[src/rtl/mips_cpu_pkg.sv]
// Shared MEM-stage types for the multicycle MIPS core.
// Access sizes, port FSM states and byte-lane helpers.
package mips_cpu_pkg;

  typedef enum logic [1:0] {
    MEM_BYTE = 2'd0,
    MEM_HALF = 2'd1,
    MEM_WORD = 2'd2
  } mem_size_t;

  typedef enum logic [1:0] {
    ST_IDLE = 2'd0,
    ST_BUS  = 2'd1,
    ST_RESP = 2'd2,
    ST_ERR  = 2'd3
  } mem_port_state_t;

  localparam logic [3:0] LANE_B = 4'b0001;
  localparam logic [3:0] LANE_H = 4'b0011;
  localparam logic [3:0] LANE_W = 4'b1111;

  function automatic logic misaligned(
    input logic [1:0] size,
    input logic [1:0] a
  );
    logic m;
    m = 1'b1;
    unique case (1'b1)
      size == MEM_BYTE: m = 1'b0;
      size == MEM_HALF: m = a[0];
      size == MEM_WORD: m = |a;
      default:          m = 1'b1;
    endcase
    return m;
  endfunction

  function automatic logic [3:0] lane_mask(
    input logic [1:0] size,
    input logic [1:0] a
  );
    logic [3:0] m;
    m = 4'b0000;
    unique case (1'b1)
      size == MEM_BYTE: m = LANE_B << a;
      size == MEM_HALF: m = LANE_H << {a[1], 1'b0};
      size == MEM_WORD: m = LANE_W;
      default:          m = 4'b0000;
    endcase
    return m;
  endfunction

  function automatic logic [31:0] store_lanes(
    input logic [1:0]  size,
    input logic [31:0] w
  );
    logic [31:0] d;
    d = w;
    unique case (1'b1)
      size == MEM_BYTE: d = {4{w[7:0]}};
      size == MEM_HALF: d = {2{w[15:0]}};
      default:          d = w;
    endcase
    return d;
  endfunction

endpackage

[src/rtl/mips_cpu_load_align.sv]
// Load data aligner: picks the addressed lane(s) of a bus word,
// right-justifies and sign/zero extends them.
module mips_cpu_load_align
  import mips_cpu_pkg::*;
(
  input  logic [31:0] readdata,
  input  logic [1:0]  addr,
  input  logic [1:0]  size,
  input  logic        sign_ext,
  output logic [31:0] result
);

  logic [7:0]  b;
  logic [15:0] h;

  always_comb begin
    b      = readdata[{addr, 3'b000} +: 8];
    h      = addr[1] ? readdata[31:16] : readdata[15:0];
    result = '0;
    unique case (1'b1)
      size == MEM_BYTE: result = {{24{sign_ext & b[7]}}, b};
      size == MEM_HALF: result = {{16{sign_ext & h[15]}}, h};
      size == MEM_WORD: result = readdata;
      default:          result = '0;
    endcase
  end

endmodule

[src/rtl/mips_cpu_mem_port.sv]
// Avalon-MM master for the MEM stage: sized accesses, lane steering,
// waitrequest stalling, misalignment and optional timeout faults.
module mips_cpu_mem_port
  import mips_cpu_pkg::*;
#(
  parameter int ADDR_W  = 32,
  parameter int TIMEOUT = 0
) (
  input  logic              clk,
  input  logic              rst,
  input  logic              req_valid,
  output logic              req_ready,
  input  logic              req_write,
  input  logic [1:0]        req_size,
  input  logic              req_signed,
  input  logic [ADDR_W-1:0] req_addr,
  input  logic [31:0]       req_wdata,
  output logic              rsp_valid,
  output logic [31:0]       rsp_rdata,
  output logic              rsp_error,
  output logic [ADDR_W-1:0] address,
  output logic              read,
  output logic              write,
  input  logic              waitrequest,
  output logic [31:0]       writedata,
  output logic [3:0]        byteenable,
  input  logic [31:0]       readdata
);

  localparam bit TMO_EN = TIMEOUT > 0;
  localparam logic [31:0] TMO_LAST =
    TMO_EN ? 32'(TIMEOUT - 1) : 32'd0;

  mem_port_state_t state, state_nx;

  logic        wr_q;
  logic        sgn_q;
  logic [1:0]  size_q;
  logic [1:0]  lane_q;
  logic [31:0] cnt;
  logic [31:0] ld_data;
  logic        accept;
  logic        tmo_hit;

  assign accept  = req_valid && req_ready;
  // Current cycle is the TIMEOUT-th stalled one; a released
  // waitrequest takes priority in the next-state logic.
  assign tmo_hit = TMO_EN && (cnt == TMO_LAST);

  mips_cpu_load_align u_align (
    .readdata (readdata),
    .addr     (lane_q),
    .size     (size_q),
    .sign_ext (sgn_q),
    .result   (ld_data)
  );

  always_ff @(posedge clk) begin
    if (rst) state <= ST_IDLE;
    else     state <= state_nx;
  end

  always_comb begin
    state_nx = state;
    unique case (state)
      ST_IDLE: begin
        if (req_valid)
          state_nx = misaligned(req_size, req_addr[1:0])
                   ? ST_ERR : ST_BUS;
      end
      ST_BUS: begin
        if (!waitrequest)  state_nx = ST_RESP;
        else if (tmo_hit)  state_nx = ST_ERR;
      end
      ST_RESP: state_nx = ST_IDLE;
      ST_ERR:  state_nx = ST_IDLE;
      default: state_nx = ST_IDLE;
    endcase
  end

  always_comb begin
    req_ready = state == ST_IDLE;
    read      = (state == ST_BUS) && !wr_q;
    write     = (state == ST_BUS) && wr_q;
    rsp_valid = (state == ST_RESP) || (state == ST_ERR);
    rsp_error = state == ST_ERR;
  end

  always_ff @(posedge clk) begin
    if (rst) begin
      address    <= '0;
      byteenable <= '0;
      writedata  <= '0;
      rsp_rdata  <= '0;
      wr_q       <= 1'b0;
      sgn_q      <= 1'b0;
      size_q     <= 2'd0;
      lane_q     <= 2'd0;
      cnt        <= '0;
    end else if (accept) begin
      address    <= {req_addr[ADDR_W-1:2], 2'b00};
      byteenable <= lane_mask(req_size, req_addr[1:0]);
      writedata  <= store_lanes(req_size, req_wdata);
      rsp_rdata  <= '0;
      wr_q       <= req_write;
      sgn_q      <= req_signed;
      size_q     <= req_size;
      lane_q     <= req_addr[1:0];
      cnt        <= '0;
    end else if (state == ST_BUS) begin
      if (waitrequest) cnt <= cnt + 32'd1;
      else if (!wr_q)  rsp_rdata <= ld_data;
    end
  end

endmodule
[config.mk]
export PLATFORM = sky130hd
export DESIGN_NAME = mips_cpu_mem_port
export DESIGN_NICKNAME = d
export VERILOG_FILES = /design/src/rtl/mips_cpu_pkg.sv /design/src/rtl/mips_cpu_load_align.sv /design/src/rtl/mips_cpu_mem_port.sv
export SDC_FILE = /design/constraint.sdc
export NUM_CORES = 1
export LEC_CHECK = 0
export CAP_MARGIN = 0
export CORE_MARGIN = 2
export CORE_UTILIZATION = 38
export DETAILED_ROUTE_END_ITERATION = 10
export PLACE_DENSITY_LB_ADDON = 0.12
export SETUP_SLACK_MARGIN = 0.3
export SLEW_MARGIN = 5
export SYNTH_ARGS = -nofsm -noshare
export SYNTH_HDL_FRONTEND = slang
export SYNTH_SLANG_ARGS = --single-unit
[constraint.sdc]
create_clock -name clk -period 1.7 [get_ports clk]
set_input_delay 0.17 -clock clk [delete_from_list [all_inputs] [get_ports clk]]
set_output_delay 0.17 -clock clk [all_outputs]
set_load 0.01 [all_outputs]
==> flow_metrics.env <==
export IMPL_synth_seq_area_share_pct=46.1
export IMPL_worstPathArrival_ps=1970
export IMPL_clock_skew_ps=6.81
export IMPL_path_delay_family="simple AND/OR/NAND/NOR gates"
export IMPL_async_flop_share_pct=0
export IMPL_dieArea_um2=13000
export IMPL_grt_pass1_wl_um=25300
export IMPL_drt_pass1_iter_count=6
export IMPL_hold_buffers=0
export IMPL_vias=5127
export IMPL_fmax_mhz=594
export IMPL_dieHeight_um=114
export IMPL_maxCapViolations=0
export IMPL_min_path_type="in -> reg"
export IMPL_critPathLaunchType="flop"
export IMPL_clkTransAtPathRegs_ps=70
export IMPL_initialDrtViolationCount=365
export IMPL_viasPerCell=5.48
export IMPL_yosysTopAreaCellShare_pct=46.1
export IMPL_synth_edf_count=0
export IMPL_status="finished clean"
export IMPL_period_share_pct=99.0
export IMPL_core_area_um2=11900
export IMPL_syn_area_per_cell_um2=8.59
export IMPL_crit_type="reg -> reg"
export IMPL_core_rowCount=40
export IMPL_ir_worst_vdd_v=0.000603
export IMPL_h_tree_depth=3
export IMPL_max_slew_margin_pct=66.2
export IMPL_synth_area_leaders="dfxtp_1 46%, nand2_1 11%, a21oi_1 6.2%"
export IMPL_cp_num_buf_inv=1
export IMPL_grt_pass1_vias=4759
export IMPL_synth_cells=536
export IMPL_n_fill_cell=865
export IMPL_yosysUniqueCellTypes=38
export IMPL_clockBufferDepth=2
export IMPL_path_cells="or4b_4, a21o_4, or2_4, buf_16, o2bb2ai_2"
export IMPL_dp_hpwl_um=10900
export IMPL_slew_violations=0
export IMPL_yosys_area_top_type="dfxtp_1"
export IMPL_antenna_found_initial=0
export IMPL_final_hold_violation_count=0
export IMPL_numCtsBuffers=9
export IMPL_pin_count=209
export IMPL_setup_viol=0
export IMPL_postRouteAntennaNets=0
export IMPL_dp_cells=879
export IMPL_root_buffer="clkbuf_16"
export IMPL_nNetsFinal=889
export IMPL_critPathMaxFanout=8
export IMPL_slowest_delay_ps=540
export IMPL_stdcell_count=936
export IMPL_synth_flop_cell="dfxtp_1"
export IMPL_synth_seq_cells=106
export IMPL_drive_gt1_share_pct=34.2
export IMPL_grt_max_degree=75
export IMPL_syn2layout_area_growth_pct=91.8
export IMPL_drc_errors=0
export IMPL_track_usage_pct=24.8
export IMPL_wl_um=18100
export IMPL_n_antenna_cell=0
export IMPL_cp_required_ps=1980
export IMPL_gp_congestion=0.888
export IMPL_period_minus_slack_ps=1680
export IMPL_drt_wirelength_per_cell_um=19.4
export IMPL_syn_area_um2=4600
export IMPL_clk_latency_ps=350
export IMPL_io_buffers=206
export IMPL_initial_core_util_pct=38.6
export IMPL_p_per_area_nw_per_um2=759
export IMPL_end_kind="flop"
export IMPL_die_width_um=114
export IMPL_yosysWarnings=0
export IMPL_grt_overflow_total=0
export IMPL_critPathSlowestCell="or4b_4"
export IMPL_clock_sinks=106
export IMPL_holdWs_ps=367
export IMPL_worst_pin_slew_ps=507
export IMPL_rsz0062_at_grt="yes"
export IMPL_tritoncts="built"
export IMPL_p_leak_uw=0.00390
synth_stat cells (9+ instances only):
cell         n
a211oi_1     9
a21oi_1     57
clkbuf_1    38
nand2_1    138
nor2_1      24
o21ai_0     18
mux2i_1     18
a221oi_1    24
o2bb2ai_2   10
a22oi_1     19
dfxtp_1    106
sequential cells by signal (all words and copies together), names as in the netlist:
signal      count
address        30
rsp_rdata      32
sgn_q           1
byteenable      4
state           2
size_q          2
writedata      32
wr_q            1
lane_q          2
through the flow:
stage               instance area (um2)  power [uW]  setup slack, ps  setup TNS [ps]  util [%]
floorplan                          4660        3370             -123           -1230         -
global placement                   7010        4100             -197           -7820      58.8
detailed placement                 7010        4120             -251          -10500      58.8
CTS                                7730        6280             15.8               0      64.9
global route                       8830        6960            -55.9           -99.0      74.1
finish                             8830        6700             17.7               0      74.1
metal layers:
layer  global-route usage [%]  vias to the layer above  wire length (um)
met5                        0                        -                 0
met4                     11.2                        0               629
met3                     7.39                       40              1410
met2                     40.0                      219              8900
met1                     30.8                     2451              7180
li1                         -                     2417                 -
worst reg2reg max path, cell delays in order (launching register included):
cell and delay (ps):
dfxtp_2 320, or4b_4 540, a21o_4 200, or2_4 270, buf_16 160, o2bb2ai_2 130
cells by family after synthesis:
kind of cell,share of synthesized area [%]
AOI/OAI and AO/OA,25.9
buffers and inverters,4.89
other,0.0815
muxes,6.36
DFF,46.1
and+or+nand+nor,16.7
where the power goes:
group | leakage, uW | total [uW] | internal (uW) | switching (uW)
combinational | 0.00289 | 2000 | 1060 | 946
sequential | 0.000868 | 2720 | 2620 | 92.3
clock | 0.000138 | 1980 | 1060 | 921
total | 0.00390 | 6700 | 4740 | 1960
placed cells by master (no fill, tap or decap), drive strengths merged, types with 19 or more instances in the layout:
cell           synthesis  routed
nor2                  24      24
a22oi                 19      19
a21oi                 57      57
clkbuf                38      20
dlygate4sd2            0      89
a221oi                24      24
clkdlybuf4s50          0     101
dfxtp                106     106
buf                   13      79
nand2                138     138
cell type report:
class,instances,area [um2],share of cell area [%]
repair buffers,288,3140,35.6
multi-input cells,379,3100,35.1
flip-flops and latches,106,2130,24.1
clock buffers,12,256,2.91
well taps,147,184,2.08
clock inverters,3,15.0,0.170
inverters,1,3.75,0.0425
worst paths after layout:
check | from | end | slack [ps] | cells after the start
max | wr_q | rsp_rdata[14] | 20 | 5
max reg2reg | wr_q | rsp_rdata[14] | 20 | 5
min | req_addr[17] | address[17] | 370 | 3
min reg2reg | address[7] | address[7] | 450 | 2
repair_timing:
| item | in CTS | in global routing |
|---|---|---|
| endpoints found under the setup margin | 176 | 118 |
| gates resized for setup | 149 | 203 |
| gates cloned | 10 | 9 |
| pin swaps | 14 | 55 |
| buffers inserted | 11 | 12 |
No activity file was read; power rests on OpenSTA's default activity.
